==> src/rtl/trivium_uart_pkg.sv <==
// Shared UART definitions for the Trivium host link (transmit and receive paths).
// Optional parity is selected per build with `TRIVIUM_UART_TX_PARITY_EN.
package trivium_uart_pkg;

    localparam int DEFAULT_CLKS_PER_BIT = 87;
    localparam int UART_DATA_W          = 8;

    typedef enum logic [2:0] {
        ST_IDLE,
        ST_START,
        ST_DATA,
        ST_PARITY,
        ST_STOP
    } uart_state_e;

    function automatic logic even_parity(input logic [UART_DATA_W-1:0] d);
        return ^d;
    endfunction

endpackage

==> src/rtl/trivium_uart_baud_gen.sv <==
// Bit-period counter: counts 0..CLKS_PER_BIT-1 and flags the last cycle of each period.
// Holding i_clear keeps the counter at 0 so the first period after release is full length.
module trivium_uart_baud_gen #(
    parameter int CLKS_PER_BIT = 87
) (
    input  logic i_clk,
    input  logic i_rst,
    input  logic i_clear,
    output logic o_bit_tick
);

    localparam int CNT_W = (CLKS_PER_BIT > 2) ? $clog2(CLKS_PER_BIT) : 1;
    localparam logic [CNT_W-1:0] LAST = CNT_W'(CLKS_PER_BIT - 1);

    logic [CNT_W-1:0] r_cnt;

    always_ff @(posedge i_clk) begin
        if (i_rst || i_clear) begin
            r_cnt <= '0;
        end else if (r_cnt == LAST) begin
            r_cnt <= '0;
        end else begin
            r_cnt <= r_cnt + 1'b1;
        end
    end

    assign o_bit_tick = (r_cnt == LAST) && !i_clear;

endmodule

==> src/rtl/trivium_uart_tx.sv <==
// UART transmitter with a one-byte holding register feeding an LSB-first 8N1/8N2 serialiser.
// Define `TRIVIUM_UART_TX_PARITY_EN to insert an even-parity bit after data bit 7.
module trivium_uart_tx
    import trivium_uart_pkg::*;
#(
    parameter int CLKS_PER_BIT = DEFAULT_CLKS_PER_BIT,
    parameter int STOP_BITS    = 1
) (
    input  logic                   clk,
    input  logic                   rst,
    input  logic [UART_DATA_W-1:0] tx_data,
    input  logic                   tx_valid,
    output logic                   tx_ready,
    output logic                   tx,
    output logic                   tx_busy,
    output logic                   tx_done
);

    uart_state_e            r_state;
    logic [UART_DATA_W-1:0] r_hold;
    logic                   r_hold_full;
    logic [UART_DATA_W-1:0] r_shift;
    logic [2:0]             r_bit_idx;
    logic                   r_stop_idx;
    logic                   r_tx;
    logic                   r_busy;
    logic                   r_done;
`ifdef TRIVIUM_UART_TX_PARITY_EN
    logic                   r_parity;
`endif

    logic w_tick;
    logic w_clear;
    logic w_accept;
    logic w_last_stop;
    logic w_load;

    assign w_clear     = (r_state == ST_IDLE);
    assign w_accept    = tx_valid && !r_hold_full;
    assign w_last_stop = (r_stop_idx == 1'(STOP_BITS - 1));
    // The held byte moves into the shifter either from idle or straight off the last stop bit.
    assign w_load      = r_hold_full &&
                         ((r_state == ST_IDLE) ||
                          (r_state == ST_STOP && w_tick && w_last_stop));

    trivium_uart_baud_gen #(
        .CLKS_PER_BIT(CLKS_PER_BIT)
    ) u_baud (
        .i_clk      (clk),
        .i_rst      (rst),
        .i_clear    (w_clear),
        .o_bit_tick (w_tick)
    );

    always_ff @(posedge clk) begin
        if (rst) begin
            r_state     <= ST_IDLE;
            r_hold      <= '0;
            r_hold_full <= 1'b0;
            r_shift     <= '0;
            r_bit_idx   <= '0;
            r_stop_idx  <= 1'b0;
            r_tx        <= 1'b1;
            r_busy      <= 1'b0;
            r_done      <= 1'b0;
`ifdef TRIVIUM_UART_TX_PARITY_EN
            r_parity    <= 1'b0;
`endif
        end else begin
            r_done <= 1'b0;

            if (w_accept) begin
                r_hold      <= tx_data;
                r_hold_full <= 1'b1;
            end else if (w_load) begin
                r_hold_full <= 1'b0;
            end

            if (w_load) begin
                r_shift <= r_hold;
`ifdef TRIVIUM_UART_TX_PARITY_EN
                r_parity <= even_parity(r_hold);
`endif
            end

            case (r_state)
                ST_IDLE: begin
                    if (r_hold_full) begin
                        r_tx    <= 1'b0;
                        r_busy  <= 1'b1;
                        r_state <= ST_START;
                    end
                end
                ST_START: begin
                    if (w_tick) begin
                        r_tx      <= r_shift[0];
                        r_bit_idx <= '0;
                        r_state   <= ST_DATA;
                    end
                end
                ST_DATA: begin
                    if (w_tick) begin
                        if (r_bit_idx == 3'd7) begin
`ifdef TRIVIUM_UART_TX_PARITY_EN
                            r_tx       <= r_parity;
                            r_state    <= ST_PARITY;
`else
                            r_tx       <= 1'b1;
                            r_stop_idx <= 1'b0;
                            r_state    <= ST_STOP;
`endif
                        end else begin
                            r_shift   <= r_shift >> 1;
                            r_tx      <= r_shift[1];
                            r_bit_idx <= r_bit_idx + 3'd1;
                        end
                    end
                end
`ifdef TRIVIUM_UART_TX_PARITY_EN
                ST_PARITY: begin
                    if (w_tick) begin
                        r_tx       <= 1'b1;
                        r_stop_idx <= 1'b0;
                        r_state    <= ST_STOP;
                    end
                end
`endif
                ST_STOP: begin
                    if (w_tick) begin
                        if (w_last_stop) begin
                            r_done <= 1'b1;
                            if (r_hold_full) begin
                                r_tx    <= 1'b0;
                                r_state <= ST_START;
                            end else begin
                                r_tx    <= 1'b1;
                                r_busy  <= 1'b0;
                                r_state <= ST_IDLE;
                            end
                        end else begin
                            r_stop_idx <= 1'b1;
                        end
                    end
                end
                default: begin
                    r_tx    <= 1'b1;
                    r_busy  <= 1'b0;
                    r_state <= ST_IDLE;
                end
            endcase
        end
    end

    assign tx_ready = !r_hold_full;
    assign tx       = r_tx;
    assign tx_busy  = r_busy;
    assign tx_done  = r_done;

endmodule
==> config.mk <==
export PLATFORM = sky130hd
export DESIGN_NAME = trivium_uart_tx
export DESIGN_NICKNAME = d
export VERILOG_FILES = /design/src/rtl/trivium_uart_pkg.sv /design/src/rtl/trivium_uart_baud_gen.sv /design/src/rtl/trivium_uart_tx.sv
export SDC_FILE = /design/constraint.sdc
export NUM_CORES = 1
export LEC_CHECK = 0
export CAP_MARGIN = 10
export CELL_PAD_IN_SITES_DETAIL_PLACEMENT = 1
export CELL_PAD_IN_SITES_GLOBAL_PLACEMENT = 1
export CORE_ASPECT_RATIO = 1.75
export CORE_MARGIN = 5
export CORE_UTILIZATION = 35
export DETAILED_ROUTE_END_ITERATION = 7
export PLACE_DENSITY_LB_ADDON = 0.12
export SYNTH_ARGS = -nofsm -noshare
export SYNTH_HDL_FRONTEND = slang
export SYNTH_HIERARCHICAL = 1
export SYNTH_SLANG_ARGS = --single-unit
==> constraint.sdc <==
create_clock -name clk -period 2.8 [get_ports clk]
set_input_delay 0.42 -clock clk [delete_from_list [all_inputs] [get_ports clk]]
set_output_delay 0.42 -clock clk [all_outputs]
set_load 0.02 [all_outputs]
# Word level (Yosys, flattened, before mapping)
# Index checks and enable logic that the tools add are counted.
[totals] regBits=34 in_bits=11 word_cells=87
[classes] n_reduce_logical=21 bitwise=4 muxes=37 n_eq_ne=13 add_sub_neg=2
[op_table] cell="2-to-1 mux 8 bit" count=4
[op_table] cell="2-to-1 mux 3 bit" count=9
[op_table] cell="2-to-1 mux 1 bit" count=19
[op_table] cell="inequality test 2 bit (second input constant)" count=8
[op_table] cell="case mux 3 bit (4 select lines)" count=1
[op_table] cell="AND reduction 5 bit" count=2
[op_table] cell="AND reduction 4 bit" count=2
[op_table] cell="adder 7 x 1 -> 7 bit (second input constant)" count=1
[op_table] cell="== test 7 bit (second input constant)" count=1
[op_table] cell="== test 3 bit (second input constant)" count=2
[op_table] cell="case mux 3 bit (2 select lines)" count=1
[op_table] cell="AND reduction 6 bit" count=1
[op_table] cell="nonzero test 2 bit" count=3
[op_table] cell="logical AND 1 bit" count=5
[op_table] cell="NOT 1 bit" count=4
[op_table] cell="case mux 1 bit (4 select lines)" count=1
[op_table] cell="OR reduction 2 bit" count=2
[op_table] cell="adder 3 x 1 -> 3 bit (second input constant)" count=1
[op_table] cell="== test 3 x 1 -> 1 bit (second input constant)" count=1
[op_table] cell="== test 3 x 2 -> 1 bit (second input constant)" count=1
[op_table] cell="zero test 3 bit" count=1
[op_table] cell="case mux 1 bit (3 select lines)" count=1
[op_table] cell="OR reduction 3 bit" count=1
[op_table] cell="zero test 1 bit" count=2
[op_table] cell="other kinds (2)" count=3

# Logic depth before layout (Yosys ltp)
[logic_depth] ltp_word=11 ltp_mapped=9 depth_no_buf=8

# Hierarchy
# The synthesis kept the hierarchy.
[modules_own_cells] module="trivium_uart_tx" instances=1 cells_per_inst=130 area_each_um2=1252.5 seq_area_each_um2=520.5
[modules_own_cells] module="trivium_uart_baud_gen" instances=1 cells_per_inst=33 area_each_um2=297.8 seq_area_each_um2=140.1

# Worst setup path before layout
# Ideal clock, no wire load.
[synth_path] path_type="reg2reg" start="reg r_state[0]" end="reg r_shift[5]" path_stages_with_launch=9 n_path_buf=3 synth_period_minus_slack_ns=1.661 slack_ns=1.139 setup_ns=0.136 t_arrival_ns=1.525 cell_sequence="dfxtp_1 -> buf_6 -> nor3_1 -> nor3_1 -> buf_2 -> nand3b_2 -> buf_6 -> nor2_1 -> a211oi_2"
[synth_via] elab_chain_cells=11 elab_cells_between_ends=13 classes_between="eq/ne (2); mux (4); reduce/logical (7)"
[synth_rtl] element="start: declaration" line="trivium_uart_tx.sv:19" rtl="uart_state_e r_state;"
[synth_rtl] element="start signal: assignment" line="trivium_uart_tx.sv:57" rtl="r_state <= ST_IDLE;"
[synth_rtl] element="start signal: assignment" line="trivium_uart_tx.sv:91" rtl="r_state <= ST_START;"
[synth_rtl] element="start signal: assignment" line="trivium_uart_tx.sv:98" rtl="r_state <= ST_DATA;"
[synth_rtl] element="zero test 3 bit *" line="trivium_uart_tx.sv:38" rtl="assign w_clear = (r_state == ST_IDLE);"
[synth_rtl] element="net w_clear" line="trivium_uart_tx.sv:33" rtl="logic w_clear;"
[synth_rtl] element="zero test 1 bit *" line="trivium_uart_baud_gen.sv:27" rtl="assign o_bit_tick = (r_cnt == LAST) && !i_clear;"
[synth_rtl] element="logical AND 1 bit *" line="trivium_uart_baud_gen.sv:27"
[synth_rtl] element="net w_tick" line="trivium_uart_tx.sv:32" rtl="logic w_tick;"
[synth_rtl] element="logical AND 1 bit (2 in series)" line="trivium_uart_tx.sv:44" rtl="(r_state == ST_STOP && w_tick && w_last_stop));"
[synth_rtl] element="logical OR 1 bit" line="trivium_uart_tx.sv:43" rtl="((r_state == ST_IDLE) ||"
[synth_rtl] element="logical AND 1 bit" line="trivium_uart_tx.sv:42" rtl="assign w_load = r_hold_full &&"
[synth_rtl] element="2-to-1 mux 8 bit" line="trivium_uart_tx.sv:79" rtl="if (w_load) begin"
[synth_rtl] element="2-to-1 mux 8 bit" line="trivium_uart_tx.sv:103" rtl="if (r_bit_idx == 3'd7) begin"
[synth_rtl] element="2-to-1 mux 8 bit" line="trivium_uart_tx.sv:102" rtl="if (w_tick) begin"
[synth_rtl] element="2-to-1 mux 8 bit *" line="trivium_uart_tx.sv:86" rtl="case (r_state)"
[synth_rtl] element="end signal: assignment" line="trivium_uart_tx.sv:80" rtl="r_shift <= r_hold;"
[synth_rtl] element="end signal: assignment" line="trivium_uart_tx.sv:113" rtl="r_shift <= r_shift >> 1;"
[synth_rtl] element="end: declaration" line="trivium_uart_tx.sv:22" rtl="logic [UART_DATA_W-1:0] r_shift;"
# Mark *: on every way through the listed nets, which the timed path passes. The rest lies on a longest branch.
# A chain may end at the register's enable or synchronous reset.

# Worst setup path in the final report
[layout_path] start="reg r_state[0]" end="reg r_shift[2]"
# Same word-level chain as after synthesis.

==> flow_summary.ini <==
[power]
p_int_mw = 0.733
power_frac_seq_pct = 52.8
swShare_pct = 23.6
max-vdd-ir-drop_uv = 310
total_power_mw = 0.959
comb_power_share_pct = 10.1
power_density_nw_per_um2 = 535
power_switching_mw = 0.226
leakage_nw = 0.712
p_clk_share_pct = 37.1

[timing]
setup_violations = 0
drv_slew = 0
final.min_clock_period_ns = 2.13
fin_ws_ns = 0.672
rsz0062_at_grt = no
fin_skew_ns = 0.00382
tightest_slew_ns = 0.522
finalCritPeriodShare_pct = 76.0
hold_viol_final = 0
max-slew-margin-rel_pct = 65.2
setup_tns_ns = 0
max_freq_ghz = 0.470

[worst_setup_path]
arrival_ns = 2.32
end_kind = flip-flop
cp_max_fo = 12
path_class = flip-flop to flip-flop
crit_path_frequent_cell = nor3_1
crit_path_top_delay_cell = dfxtp_1
crit_path_cell_trace = nor3_1, nor3_1, buf_4, nand2b_1, nand3_2, mux2i_1, a211oi_1
path_buf_inv = 1
critPathTopFamily = simple AND/OR/NAND/NOR gates
startpoint_type = flip-flop
cp.required_ns = 2.99
slowest_delay_ns = 0.65

[global_routing]
grt_remaining_overflow = 0
busiest_layer = met2
gr-usage-met2_pct = 25.2
grt_max_degree = 18
grt_use_total_pct = 13.3
use_met1_pct = 13.0
grt_pass1_vias = 1317
use_met3_pct = 3.57
grt_pass1_wl_um = 6040
antenna_found_initial = 0

[clock_network]
clock_path_buffers = 2
clock-sinks = 33
cts_buffers = 5
cts.htree.levels = 2
clk_latency_ns = 0.28
cts.clk_slew.worst_paths_ns = 0.06
ctsResizeCount = 0
post-cts-setup-buffer-count = 0
hold_buffers = 0
cts_tree = built
root_buffer = clkbuf_8

[synth]
syn_area_um2 = 1550
ys_top_cells_by_count = 33 x dfxtp_1, 24 x nor2_1, 17 x mux2i_1
ys_warn_count = 6
ys_async_sr_fraction_pct = 0
yosysMostFrequentCell = dfxtp_1
synth_cell_types = 42
synth-edff-count = 0
ys_seq_elements = 33
yosysTopAreaCell = dfxtp_1
synth_area_leaders = dfxtp_1 43%, mux2i_1 11%, nor2_1 5.8%, a21oi_1 3.2%, ha_1 3.2%
syn_nets = 178
syn_area_per_cell_um2 = 9.51
synthCells = 163
yosysSeqAreaShare_pct = 42.6
netlist.area_leader.share_pct = 42.6
synth_ff_type = dfxtp_1

[drt]
dr.pass1.iters = 4
antenna_left = 0
viasPerCell = 5.24
wl_per_cell_um = 15.3
vias = 1200
drc = 0
drtIter0Drc = 23
wirelength_um = 3490

[layout]
syn_to_final_growth_pct = 15.7
nets = 193
antennaDiodeCount = 0
layoutNonFillerInstCount = 229
final_core_util_pct = 41.1
drive_gt1_share_pct = 10.1

[floorplanning]
coreArea_um2 = 4360
initial_utilization_pct = 35.5
die_x_um = 60.3
pin_count = 15
fp.dieH_um = 98.0
dieArea_um2 = 5910
num_rows = 32

[placed_design]
gp_congestion = 0.810
dp.cells = 222
dp_slack_ns = 0.653
hpwl_um = 2740
portBuffers = 14

[job]
drv_cap = 0

[run_status]
status = complete, no violations

[hold_path]
hp-class = flip-flop to flip-flop
logic make-up (layout without fill, tap and decap cells):
kind of cell    count (synthesis)  count (layout)  share of synthesized area [%]
compound gates                 30              30                           14.0
xor+xnor                        3               3                           1.70
fa+ha+maj                       4               4                           3.23
buf+inv                        13              28                           5.49
flops                          33              33                           42.6
mux                            17              17                           11.0
simple gates                   63              63                           22.0
cell usage in the layout (no fill, tap or decap), types with 3 or more instances in the layout:
cell and n:
dfxtp_1 33, mux2i_1 17, o21ai_0 3, nor2b_1 5
nand2_1 11, a211oi_2 3, clkbuf_8 6, nor3_1 4
inv_1 4, nor2_1 24, ha_1 4, a211oi_1 5
buf_4 3, a21oi_1 10, clkdlybuf4s50_1 14
worst reg2reg max path: stages (launching register included):
cell      delay [ns]
dfxtp_1         0.65
nor3_1          0.12
nor3_1          0.20
buf_4           0.21
nand2b_1        0.16
nand3_2         0.26
mux2i_1         0.21
a211oi_1        0.24
power by group through the flow:
stage	clock network, mW	logic (mW)	registers (mW)
floorplan	0	0.0649	0.513
CTS	0.371	0.0997	0.506
global placement	0	0.0963	0.516
finish	0.356	0.0968	0.506
global route	0.397	0.107	0.509
detailed placement	0	0.0991	0.517
final cells by class:
class                   count  area, um^2
clock buffers               7        86.3
fillers                   519        2570
inverters                   4        15.0
multi-input cells         117         805
flip-flops and latches     33         661
well taps                  51        63.8
repair buffers             17         163
metrics by stage:
| stage | hold WS (ns) | instance area [um^2] |
|---|---|---|
| 2_1_floorplan | 0.430 | 1550 |
| 3_3_place_gp | 0.444 | 1710 |
| 3_5_place_dp | 0.458 | 1710 |
| 4_1_cts | 0.475 | 1790 |
| 5_1_grt | 0.508 | 1790 |
| 6_report | 0.465 | 1790 |
sequential cells by signal, indices dropped and copies added, names as in the netlist:
| register | flops |
|---|---|
| u_baud/r_cnt | 7 |
| r_shift | 8 |
| r_bit_idx | 3 |
| tx_done | 1 |
| tx | 1 |
| r_hold_full | 1 |
| tx_busy | 1 |
| r_hold | 8 |
| r_state | 3 |
path summary, 6_finish.rpt:
kind                                      start              end  depth (start not counted)  slack (ns)
worst min-delay path            u_baud/r_cnt[0]  u_baud/r_cnt[0]                          1        0.47
worst max register to register       r_state[0]       r_shift[2]                          7        0.67
worst min register to register  u_baud/r_cnt[0]  u_baud/r_cnt[0]                          1        0.47
worst max-delay path                 r_state[0]       r_shift[2]                          7        0.67
metal layers:
metal / vias to the layer above / part of all wire (%)
met2: 14 / 60
li1: 597 / -
met4: 0 / 1.8
met3: 5 / 2.7
met5: - / 0
met1: 584 / 36
(Power assumes the default switching activity.)
